`src/rtl/triple_des_seq_ctrl.sv`:
```
// triple_des_seq_ctrl
// Builds a 3DES operation (EDE encrypt / DED decrypt) by running one external
// single-DES core three times, feeding each pass's output into the next pass.
// Build option: define TDES_THREE_KEY_EN to add an independent third key K3
// (three-key 3DES). Without it, K1 doubles as the third key (two-key 3DES).
module triple_des_seq_ctrl #(
  parameter int CORE_W = 64
) (
  input  logic              clk,
  input  logic              rst_n,
  input  logic              start,
  input  logic              abort,
  input  logic              mode,
  input  logic [CORE_W-1:0] message,
  input  logic [CORE_W-1:0] K1,
  input  logic [CORE_W-1:0] K2,
`ifdef TDES_THREE_KEY_EN
  input  logic [CORE_W-1:0] K3,
`endif
  output logic              core_start,
  output logic              core_decrypt,
  output logic [CORE_W-1:0] core_key,
  output logic [CORE_W-1:0] core_din,
  input  logic [CORE_W-1:0] core_dout,
  input  logic              core_done,
  output logic              busy,
  output logic              done,
  output logic [CORE_W-1:0] result,
  input  logic [1:0]        word_sel,
  output logic [15:0]       rd_word
);

  typedef enum logic [1:0] {
    ST_IDLE   = 2'd0,
    ST_LAUNCH = 2'd1,
    ST_WAIT   = 2'd2,
    ST_FINISH = 2'd3
  } state_t;

  state_t            state_q;
  logic [1:0]        pass_q;
  logic              mode_q;
  logic [CORE_W-1:0] data_q;
  logic [CORE_W-1:0] k1_q;
  logic [CORE_W-1:0] k2_q;
  logic [CORE_W-1:0] result_q;
  logic [CORE_W-1:0] core_key_q;
  logic [CORE_W-1:0] core_din_q;
  logic              core_start_q;
  logic              core_decrypt_q;
  logic              busy_q;
  logic              done_q;
  logic [15:0]       rd_word_d;

  // Third-key source: a real K3 in the three-key build, otherwise K1 again.
  logic [CORE_W-1:0] k3_in_s;
  logic [CORE_W-1:0] k3_held_s;
`ifdef TDES_THREE_KEY_EN
  logic [CORE_W-1:0] k3_q;
  assign k3_in_s   = K3;
  assign k3_held_s = k3_q;
`else
  assign k3_in_s   = K1;
  assign k3_held_s = k1_q;
`endif

  // Key for a given pass. Encrypt runs ka,kb,kc; decrypt runs kc,kb,ka.
  function automatic logic [CORE_W-1:0] pass_key(
    input logic [1:0]        p,
    input logic              m,
    input logic [CORE_W-1:0] ka,
    input logic [CORE_W-1:0] kb,
    input logic [CORE_W-1:0] kc
  );
    logic [CORE_W-1:0] k;
    case (p)
      2'd0:    k = m ? ka : kc;
      2'd1:    k = kb;
      2'd2:    k = m ? kc : ka;
      default: k = ka;
    endcase
    return k;
  endfunction

  // Core direction for a pass: outer passes follow the mode, middle pass is inverted.
  function automatic logic pass_decrypt(input logic [1:0] p, input logic m);
    return (p == 2'd1) ? m : ~m;
  endfunction

  // Control FSM: state, pass counter, latched operands and every registered output.
  always_ff @(posedge clk) begin
    if (!rst_n) begin
      state_q        <= ST_IDLE;
      pass_q         <= 2'd0;
      mode_q         <= 1'b0;
      data_q         <= '0;
      k1_q           <= '0;
      k2_q           <= '0;
`ifdef TDES_THREE_KEY_EN
      k3_q           <= '0;
`endif
      result_q       <= '0;
      core_key_q     <= '0;
      core_din_q     <= '0;
      core_start_q   <= 1'b0;
      core_decrypt_q <= 1'b0;
      busy_q         <= 1'b0;
      done_q         <= 1'b0;
    end else begin
      done_q       <= 1'b0;
      core_start_q <= 1'b0;
      case (state_q)
        ST_IDLE: begin
          if (start && !abort) begin
            data_q         <= message;
            k1_q           <= K1;
            k2_q           <= K2;
`ifdef TDES_THREE_KEY_EN
            k3_q           <= K3;
`endif
            mode_q         <= mode;
            pass_q         <= 2'd0;
            core_din_q     <= message;
            core_key_q     <= pass_key(2'd0, mode, K1, K2, k3_in_s);
            core_decrypt_q <= pass_decrypt(2'd0, mode);
            core_start_q   <= 1'b1;
            busy_q         <= 1'b1;
            state_q        <= ST_LAUNCH;
          end else begin
            busy_q  <= 1'b0;
            state_q <= ST_IDLE;
          end
        end
        ST_LAUNCH: begin
          if (abort) begin
            busy_q  <= 1'b0;
            state_q <= ST_IDLE;
          end else begin
            busy_q  <= 1'b1;
            state_q <= ST_WAIT;
          end
        end
        ST_WAIT: begin
          if (abort) begin
            busy_q  <= 1'b0;
            state_q <= ST_IDLE;
          end else if (core_done) begin
            data_q <= core_dout;
            busy_q <= 1'b1;
            if (pass_q == 2'd2) begin
              state_q <= ST_FINISH;
            end else begin
              // Chain this pass's output into the next pass.
              pass_q         <= pass_q + 2'd1;
              core_din_q     <= core_dout;
              core_key_q     <= pass_key(pass_q + 2'd1, mode_q, k1_q, k2_q, k3_held_s);
              core_decrypt_q <= pass_decrypt(pass_q + 2'd1, mode_q);
              core_start_q   <= 1'b1;
              state_q        <= ST_LAUNCH;
            end
          end else begin
            busy_q  <= 1'b1;
            state_q <= ST_WAIT;
          end
        end
        ST_FINISH: begin
          if (abort) begin
            busy_q  <= 1'b0;
            state_q <= ST_IDLE;
          end else begin
            done_q   <= 1'b1;
            result_q <= data_q;
            busy_q   <= 1'b0;
            state_q  <= ST_IDLE;
          end
        end
        default: begin
          busy_q  <= 1'b0;
          state_q <= ST_IDLE;
        end
      endcase
    end
  end

  // Readback mux: word 0 is the most significant 16-bit slice of result.
  always_comb begin
    rd_word_d = 16'd0;
    case (word_sel)
      2'd0:    rd_word_d = result_q[CORE_W-1  -: 16];
      2'd1:    rd_word_d = result_q[CORE_W-17 -: 16];
      2'd2:    rd_word_d = result_q[CORE_W-33 -: 16];
      2'd3:    rd_word_d = result_q[CORE_W-49 -: 16];
      default: rd_word_d = 16'd0;
    endcase
  end

  assign core_start   = core_start_q;
  assign core_decrypt = core_decrypt_q;
  assign core_key     = core_key_q;
  assign core_din     = core_din_q;
  assign busy         = busy_q;
  assign done         = done_q;
  assign result       = result_q;
  assign rd_word      = rd_word_d;

endmodule

```
`config.mk`:
```
export PLATFORM = sky130hd
export DESIGN_NAME = triple_des_seq_ctrl
export DESIGN_NICKNAME = d
export VERILOG_FILES = /design/src/rtl/triple_des_seq_ctrl.sv
export SDC_FILE = /design/constraint.sdc
export NUM_CORES = 1
export LEC_CHECK = 0
export ABC_AREA = 1
export BUFFER_PORTS_ARGS = -buffer_cell sky130_fd_sc_hd__buf_4
export CAP_MARGIN = 25
export CORE_MARGIN = 1
export CORE_UTILIZATION = 45
export CTS_BUF_LIST = sky130_fd_sc_hd__clkbuf_8
export CTS_CLUSTER_SIZE = 30
export DETAILED_ROUTE_END_ITERATION = 10
export GPL_TIMING_DRIVEN = 0
export PLACE_DENSITY_LB_ADDON = 0.25
export SLEW_MARGIN = 10
export SYNTH_ARGS = -nofsm -noshare
export SYNTH_HDL_FRONTEND = slang
export SYNTH_SLANG_ARGS = --single-unit
```
`constraint.sdc`:
```
create_clock -name clk -period 2.2 [get_ports clk]
set_input_delay 0 -clock clk [delete_from_list [all_inputs] [get_ports clk]]
set_output_delay 0 -clock clk [all_outputs]
set_load 0.005 [all_outputs]
```
**Word level (Yosys, flattened, before mapping)**

Index checks and enable logic that the tools add are counted.

- Bits in latches: 0
- Bits in read-only memories: 0
- Bits of input ports: 264
- Register bits: 393
- RAM bits: 0
- Memories kept: 0

- Eq/ne operators: 12
- Shift operators: 0
- Divide/modulo/power cells: 0
- Bitwise logic cells: 3
- Order comparisons: 0
- $add $sub $neg: 1
- $mul: 0
- Mux-type cells: 39
- Reductions and logical operators: 11

Operators by type and width:

| cell | count |
|---|---|
| 64-bit two-way mux | 11 |
| 64-bit case mux with 2 select lines | 3 |
| 16-bit case mux with 4 select lines | 1 |
| 2-bit two-way mux | 8 |
| 1-bit two-way mux | 11 |
| 2-bit equality test, second input constant | 5 |
| 2-bit inequality test, second input constant | 4 |
| 2-bit case mux with 4 select lines | 1 |
| 2-bit by 1-bit equality test with 1-bit output, second input constant | 3 |
| 2-bit AND reduction | 3 |
| 5-bit AND reduction | 1 |
| 2-bit logical NOT | 2 |
| 1-bit case mux with 2 select lines | 2 |
| 2-bit case mux with 2 select lines | 1 |
| 4-bit AND reduction | 1 |
| 1-bit inverter | 3 |
| 1-bit case mux with 3 select lines | 1 |
| 2-bit by 1-bit adder with 2-bit output, second input constant | 1 |
| 2-bit nonzero test | 1 |
| 2-bit OR reduction | 1 |
| 1-bit logical AND | 1 |
| 1-bit logical NOT | 1 |

**Logic depth before layout (Yosys ltp)**

Gate-level depths: netlist of run 1.

- Word-level depth: 7
- Gate-level depth with buffers: 12
- Gate-level depth less buffers: 9

**Least setup slack after synthesis of run 1**

Ideal clock, no wire load.

- Path kind: flip-flop to flip-flop
- Start: register state_q[0]
- End: register core_key_q[44], in the netlist core_key[44]
- Required time: 2.087 ns
- Period minus slack after synthesis: 1.669 ns
- Slack: 0.531 ns
- Cell stages (with the launch flop): 12
- Path buffers: 3
- Arrival: 1.556 ns
- Cell sequence: dfxtp_1 > inv_1 > ha_1 > buf_4 > inv_2 > nor2_1 > nor2_2 > nand3_2 > buf_4 > buf_2 > nor2_1 > nor2_1

- Longest elaborated chain between the ends: 3

RTL lines:

| what | RTL line | text |
|---|---|---|
| start: declaration | 40 | `state_t state_q;` |
| start signal: assignment | 93 | `state_q <= ST_IDLE;` |
| start signal: assignment | 128 | `state_q <= ST_LAUNCH;` |
| start signal: assignment | 131 | `state_q <= ST_IDLE;` |
| 2-bit equality test or 2-bit logical NOT (tied branches) | 112 | `case (state_q)` |
| 2-bit inequality test (no source line) or 2-bit nonzero test (tied branches) | -- |  |
| 5-bit AND reduction (no source line) | -- |  |
| end signal: assignment | 124 | `core_key_q <= pass_key(2'd0, mode, K1, K2, k3_in_s);` |
| end signal: assignment | 156 | `core_key_q <= pass_key(pass_q + 2'd1, mode_q, k1_q, k2_q, k3_held_s);` |
| end: declaration | 47 | `logic [CORE_W-1:0] core_key_q;` |

Several ways; a longest one is shown, not always the timed one.
A chain may end at the register's enable or synchronous reset.

**Final worst setup path of run 1**

- Start: register state_q[1]
- End: register k2_q[13]

- Longest elaborated chain between the ends: 2

RTL lines:

| what | RTL line | text |
|---|---|---|
| 2-bit logical NOT | 112 |  |
| 2-bit AND reduction (no source line) | -- |  |
| end signal: assignment | 98 | `k2_q <= '0;` |
| end signal: assignment | 117 | `k2_q <= K2;` |
| end: declaration | 45 | `logic [CORE_W-1:0] k2_q;` |

Every way passes these cells.

==> metrics.md, run 1 <==
| Metric | Value |
|---|---|
| DRC | `0` |
| Routed vias/inst | `4.99` |
| Arrival time worst endpoint | `2730 ps` |
| Multi-input gate area | `7960 um^2` |
| Clock Pin Slew Worst Setup and Hold Paths | `60 ps` |
| Max frequency | `455 MHz` |
| Final Core Density | `66.7%` |
| Sw Ratio | `28.5%` |
| Adder-cell share of the synthesized area | `0.475%` |
| Worst hold path type | `in -> reg` |
| Largest net degree at the start of global routing | `11` |
| Pwr Density | `663 nW/um^2` |
| CTS buffer count | `67` |
| Placed insts | `3925` |
| Final Setup Violations | `0` |
| Sequential share of power | `44.2%` |
| P_sw | `5060 uW` |
| Main combinational cell family by area after synthesis | `simple AND/OR/NAND/NOR gates` |
| Share of layout cells above drive strength 1 | `18.1%` |
| Syn avg cell area | `6.31 um^2` |
| Buffer levels on the longest clock path | `3` |
| Internal power | `12700 uW` |
| Gate Count Post-Synth | `2926` |
| Routed WL per cell | `17.0 um` |
| Reg area | `7870 um^2` |
| Placer Congestion | `0.924` |
| Number of global-route vias before repair | `20948` |
| Comb power frac | `18.9%` |
| Fillers | `3485` |
| Critical Path RT | `2730 ps` |
| Fin crit share | `99.9%` |
| Clock Skew | `30.5 ps` |
| Initial Util | `46.0%` |
| Clock power frac | `37.0%` |
| TritonCTS sink count | `393` |
| H-Tree Depth | `3` |
| Synth warnings | `0` |
| Syn Std Cell Area | `18500 um^2` |
| CTS tree | `built` |
| Routed Antenna Nets | `0` |
| Cell variety after synth | `21` |
| Mux cell area share after synthesis | `0%` |
| Vias | `21521` |
| Delay-heaviest family, CP | `buffers and inverters` |
| Worst Path Max Fanout | `10` |
| GRT Total Usage | `34.3%` |
| Compound-cell area share of the yosys netlist | `8.92%` |
| RSZ-0062 raised after global routing | `yes` |
| Max-slew violation total from the final report | `0` |
| Critical Path Max Stage Delay | `600 ps` |
| Post-Synth Simple-Gate Area | `33.6%` |
| Buffers plus inverters on the worst setup path | `3` |
| Highest-count cells in the layout ignoring fill and taps | `nand2_1, inv_1, buf_4` |
| Commonest non-fill, non-tap cell in the layout | `nand2_1` |
| CTS Root Cell | `clkbuf_8` |
| Critical path endpoint category | `register` |
| CP Class | `reg -> reg` |
| Register area share after synthesis | `42.6%` |
| Nets | `4003` |
| Final wirelength | `73300 um` |
| DR iter-0 viols | `1605` |
| Post-Syn Nets | `3197` |
| Die ar. | `41800 um^2` |
| Skew-Pair Late Insertion Delay | `610 ps` |
| CP Cell Sequence | `inv_1 -> ha_1 -> nand3_4 -> clkbuf_1 -> o21ai_0 -> dlygate4sd3_1 -> a21oi_1` |
| Post-synthesis xor/xnor area fraction | `0%` |
| Slew @ Worst Pin | `1040 ps` |
| Initial antenna violation count | `5` |
| Final hold vios | `0` |
| Worst vdd ir | `0.525 mV` |
| Row cnt | `73` |
| Max-Cap Viols | `0` |
| #FFs+latches synth | `393` |
| Slew margin rel. | `30.9%` |
| Die X | `205 um` |
| Clock period minus worst slack | `2200 ps` |
| Leakage power total | `0.0139 uW` |
| Die Ht | `205 um` |
| Grt ovf | `0` |
| Worst Setup Start Kind | `register` |
| Boundary pin count | `476` |
| CORE AREA | `40100 um^2` |
| Status | `finished, final reports clean` |
| # port buffers | `474` |
| CP max-delay cell | `dlygate4sd3_1` |
| Post-Layout Cell Count | `4310` |
| Detailed Routing Iterations Pass 1 | `6` |
| First-pass GRT wire length | `111000 um` |
| DPL Wire Length | `52600 um` |
| Area Overhead vs Synth | `44.8%` |
[area by class of cell]
class / count / area share [%]
well taps: 525 / 2.46
flip-flops and latches: 393 / 29.4
multi-input cells: 1865 / 29.8
inverters: 468 / 6.57
clock buffers: 87 / 4.48
repair buffers: 737 / 23.1
diodes: 6 / 0.0562
plain buffers: 200 / 3.62
clock inverters: 29 / 0.454
[worst register-to-register path: cells and delay by family, from the launching register on]
family	cells	cell delay, ps
adder cells (fa/ha/maj)	1	260
AND/OR/NAND/NOR	1	210
buffers and inverters	3	1010
AO/OA/AOI/OAI	2	270
flip-flops	1	370
[cell families after synthesis]
group                      after synthesis
and+or+nand+nor                       1529
buffers and inverters                  668
DFF                                    393
AOI/OAI and AO/OA                      329
adders and majority gates                7
[synth_stat cells]
cell type,n,area (um^2)
nand2_1,851,3190
inv_1,465,1750
nor2_1,463,1740
dfxtp_1,393,7870
o21ai_0,195,976
nand4_1,144,901
a21oi_1,133,666
clkbuf_1,96,360
buf_2,67,335
nand3_1,65,325
buf_1,28,105
ha_1,7,87.6
buf_6,5,56.3
buf_4,4,30.0
inv_2,3,11.3
nand3_2,2,20.0
nand3b_1,1,7.51
nor2_2,1,6.26
nor2_4,1,11.3
nor3_1,1,5.00
o21ai_1,1,5.00
[final timing paths]
kind,endpoint,depth (start not counted),slack [ps],startpoint
setup / recovery,k2_q[13],7,2,state_q[1]
hold / removal,core_din[59],7,90,core_dout[59]
setup reg to reg,k2_q[13],7,2,state_q[1]
hold reg to reg,k1_q[20],2,450,k1_q[20]
[per-stage QoR]
stage          total power, uW  instance area (um^2)  worst slack [ps]  TNS [ps]  hold slack (ps)
2_1_floorplan             9520                 18500               531         0              184
3_3_place_gp             10800                 22700              -433    -19550              281
3_5_place_dp             10800                 22700              -499    -25670              290
4_1_cts                  17700                 26600              11.9         0             47.8
5_1_grt                  18500                 26700              -100      -378             83.2
6_report                 17700                 26700              1.52         0             88.4
[what timing repair did]
action                                  in CTS  in global routing
setup buffers                                2                  1
hold buffers                               260                  0
endpoints found under the setup margin     157                225
gates resized for setup                     13                 53
endpoints found under the hold margin      328                  0
pin swaps                                    0                  1
[routing by layer]
layer	up-vias	wire [um]	track usage [%]
met3	251	5670	7.21
met1	9787	28600	39.2
met5	-	0	0
li1	10533	-	-
met4	0	4050	19.6
met2	950	35000	59.2
[registers in the layout (all words and copies together), names as in the netlist, 2 cells and up]
name and count:
core_key 64, k2_q 64, pass_q 2, result 64
state_q 2, k1_q 64, core_din 64, data_q 64
[power groups by stage]
stage	combinational (uW)	clock, uW	sequential, uW
6_report	3340	6550	7830
5_1_grt	3700	6940	7870
4_1_cts	3250	6590	7820
3_5_place_dp	2850	0	7970
3_3_place_gp	2800	0	7960
2_1_floorplan	1580	0	7940
No activity file was read; power rests on OpenSTA's default activity.
==> inputs of run 2 (changes only) <==
Settings changed: CORE_ASPECT_RATIO from default to 1.2.
==> run 2 against run 1 <==
Effect of this change:
- largest power group unchanged
- global-route usage shrank 1.3 points
- critical path depth grew 3
- critical path type unchanged
- worst hold slack gained 110 ps
- highest routed layer unchanged
- clock-buffer cell count shrank 2
- clock skew grew 16 ps
==> metrics.md, run 2 (synthesis gave the netlist of run 1 again) <==
| Metric | Value |
|---|---|
| Critical Path RT | `2690 ps (-40 ps)` |
| Initial antenna violation count | `1 (-4)` |
| H-Tree Depth | `2 (-1)` |
| Initial Util | `46.0% (-0.047 points)` |
| Setup TNS | `0 ps (unchanged)` |
| Final wirelength | `71400 um (-2.5%)` |
| CTS tree | `built` |
| Hold slack | `201 ps (+113 ps)` |
| Final Core Density | `66.9% (+0.21 points)` |
| CP max-delay cell | `buf_2` |
| GRT busiest layer | `met2` |
| Max-slew violation total from the final report | `0 (unchanged)` |
| Slew margin rel. | `39.7% (+8.8 points)` |
| Critical Path Sink | `data_q[50]` |
| Final Setup Violations | `0 (unchanged)` |
| Die Ht | `224 um (+9.5%)` |
| Buffer levels on the longest clock path | `3 (unchanged)` |
| CP Cell Sequence | `inv_1 -> ha_2 -> buf_6 -> clkbuf_4 -> buf_2 -> nand2_1 -> nand2_1 -> nand4_1 -> nand2_1 -> nor2_1` |
| Largest net degree at the start of global routing | `16 (+5)` |
| DRC | `0 (unchanged)` |
| Max-Cap Viols | `0 (unchanged)` |
| FF-to-FF Start | `state_q[0]` |
| Die ar. | `41800 um^2 (about the same)` |
| Skew-Pair Late Insertion Delay | `640 ps (+30 ps)` |
| Worst Setup Start Kind | `register` |
| Nets | `4012 (+0.22%)` |
| Slew @ Worst Pin | `904 ps (-132 ps)` |
| Die X | `187 um (-8.6%)` |
| Routed WL per cell | `16.5 um (-2.7%)` |
| Critical Path Max Stage Delay | `330 ps (-270 ps)` |
| Met1 usage in global routing | `34.2% (-4.9 points)` |
| Leakage power total | `0.0139 uW (-0.21%)` |
| Routed Antenna Nets | `0 (unchanged)` |
| Grt met3 use | `6.16% (-1.0 points)` |
| CP Class | `reg -> reg` |
| Placed insts | `3933 (+0.20%)` |
| Vias | `21514 (-0.033%)` |
| Highest-count cells in the layout ignoring fill and taps | `nand2_1, buf_4, inv_1` |
| FF-to-FF path depth | `10 (+3)` |
| First-pass GRT wire length | `110000 um (-1.7%)` |
| Final hold vios | `0 (unchanged)` |
| Clock Pin Slew Worst Setup and Hold Paths | `70 ps (about the same)` |
| TritonCTS sink count | `393 (unchanged)` |
| Worst hold path type | `in -> reg` |
| Number of global-route vias before repair | `21183 (+1.1%)` |
| CORE AREA | `40100 um^2 (+0.10%)` |
| Ant. Diodes | `0 (-6)` |
| Row cnt | `80 (+9.6%)` |
| # port buffers | `474 (unchanged)` |
| Clock period minus worst slack | `2130 ps (-71.8 ps)` |
| Worst Path Max Fanout | `10 (unchanged)` |
| Share of layout cells above drive strength 1 | `17.8% (-0.24 points)` |
| Cell Area, Placed | `22700 um^2 (about the same)` |
| Critical path endpoint category | `register` |
| Reg-to-Reg End | `data_q[50]` |
| Grt ovf | `0 (unchanged)` |
| Max frequency | `470 MHz (+3.4%)` |
| CTS buffer count | `61 (-9.0%)` |
| Detailed Routing Iterations Pass 1 | `9 (+3)` |
| DPL Wire Length | `50200 um (-4.5%)` |
| R2R setup slack | `70 ps (+70 ps)` |
| GRT Total Usage | `33.0% (-1.3 points)` |
| Most used cell, CP | `nand2_1` |
| Placer Congestion | `1.02 (+10%)` |
| Worst vdd ir | `0.418 mV (-20%)` |
| Arrival time worst endpoint | `2620 ps (-110 ps)` |
| Area Overhead vs Synth | `45.4%` |
| CP Launch Point | `state_q[0]` |
| Post-Layout Cell Count | `4317 (+0.16%)` |
| Boundary pin count | `476 (unchanged)` |
| Final instance area | `26800 um^2 (+0.42%)` |
| Commonest non-fill, non-tap cell in the layout | `nand2_1` |
| Clock Skew | `46.5 ps (+16.0 ps)` |
| Routed vias/inst | `4.98 (-0.19%)` |
| Fin crit share | `96.7% (-3.3 points)` |
| Pwr Density | `657 nW/um^2 (-0.90%)` |
| Status | `finished, final reports clean` |
| Met2 Use GR | `60.3% (+1.1 points)` |
| DR iter-0 viols | `1314 (-18%)` |
| CTS Root Cell | `clkbuf_8` |
run 2: changes by cell type in the layout (fill, tap and decap cells not counted), sizes merged:
cell,change
inv,-13
bufinv,+1
dlygate4sd3,+12
buf,+14
clkinv,+4
clkbuf,-13
diode,-6
run 2: worst min-delay path by stage:
stage / slack (ps) / depth (start not counted) / startpoint / end
2_1_floorplan: 180 / 3 / abort / state_q[1]
3_3_place_gp: 280 / 3 / K2[8] / k2_q[8]
3_5_place_dp: 290 / 3 / K2[37] / k2_q[37]
4_1_cts: 160 / 4 / K2[24] / k2_q[24]
5_1_grt: 180 / 4 / K2[39] / k2_q[39]
6_report: 200 / 4 / K2[39] / k2_q[39]
run 2: per-stage QoR:
stage                     setup WS, ps  total power, uW
after floorplan                    531             9520
after global placement            -452            10700
after detailed placement          -398            10800
after CTS                         20.6            17600
after global routing             -5.05            18400
final                             73.3            17600
run 2: final cells by class:
type                    count  area, um^2
plain buffers             200         940
clock buffers              85        1170
clock inverters            21         119
fillers                  3367       13300
inverters                 468        1760
multi-input cells        1865        7970
flip-flops and latches    393        7870
well taps                 533         667
repair buffers            752        6350
run 2: worst max-delay path, delay by kind of cell (launching register included):
kind | cells | cell delay [ps]
buffers and inverters | 4 | 920
and+or+nand+nor | 5 | 530
adders and majority gates | 1 | 190
DFF | 1 | 320
run 2: timing repair:
action,CTS,global route
endpoints found under the hold margin,330,0
cloned,0,1
endpoints found under the setup margin,195,208
pin swaps,1,3
setup buffers,2,3
resized for setup,17,27
hold buffers,272,0
run 2: per-layer routing:
metal	wire, um	vias to the layer above
met2	35500	1001
met3	4750	297
li1	-	10522
met4	4670	0
met5	0	-
met1	26500	9694
run 2: power breakdown:
| part | total [uW] | switching (uW) | internal (uW) |
|---|---|---|---|
| sequential | 7820 | 217 | 7600 |
| clock | 6440 | 2930 | 3510 |
| combinational | 3370 | 1820 | 1550 |
| total | 17600 | 4960 | 12700 |
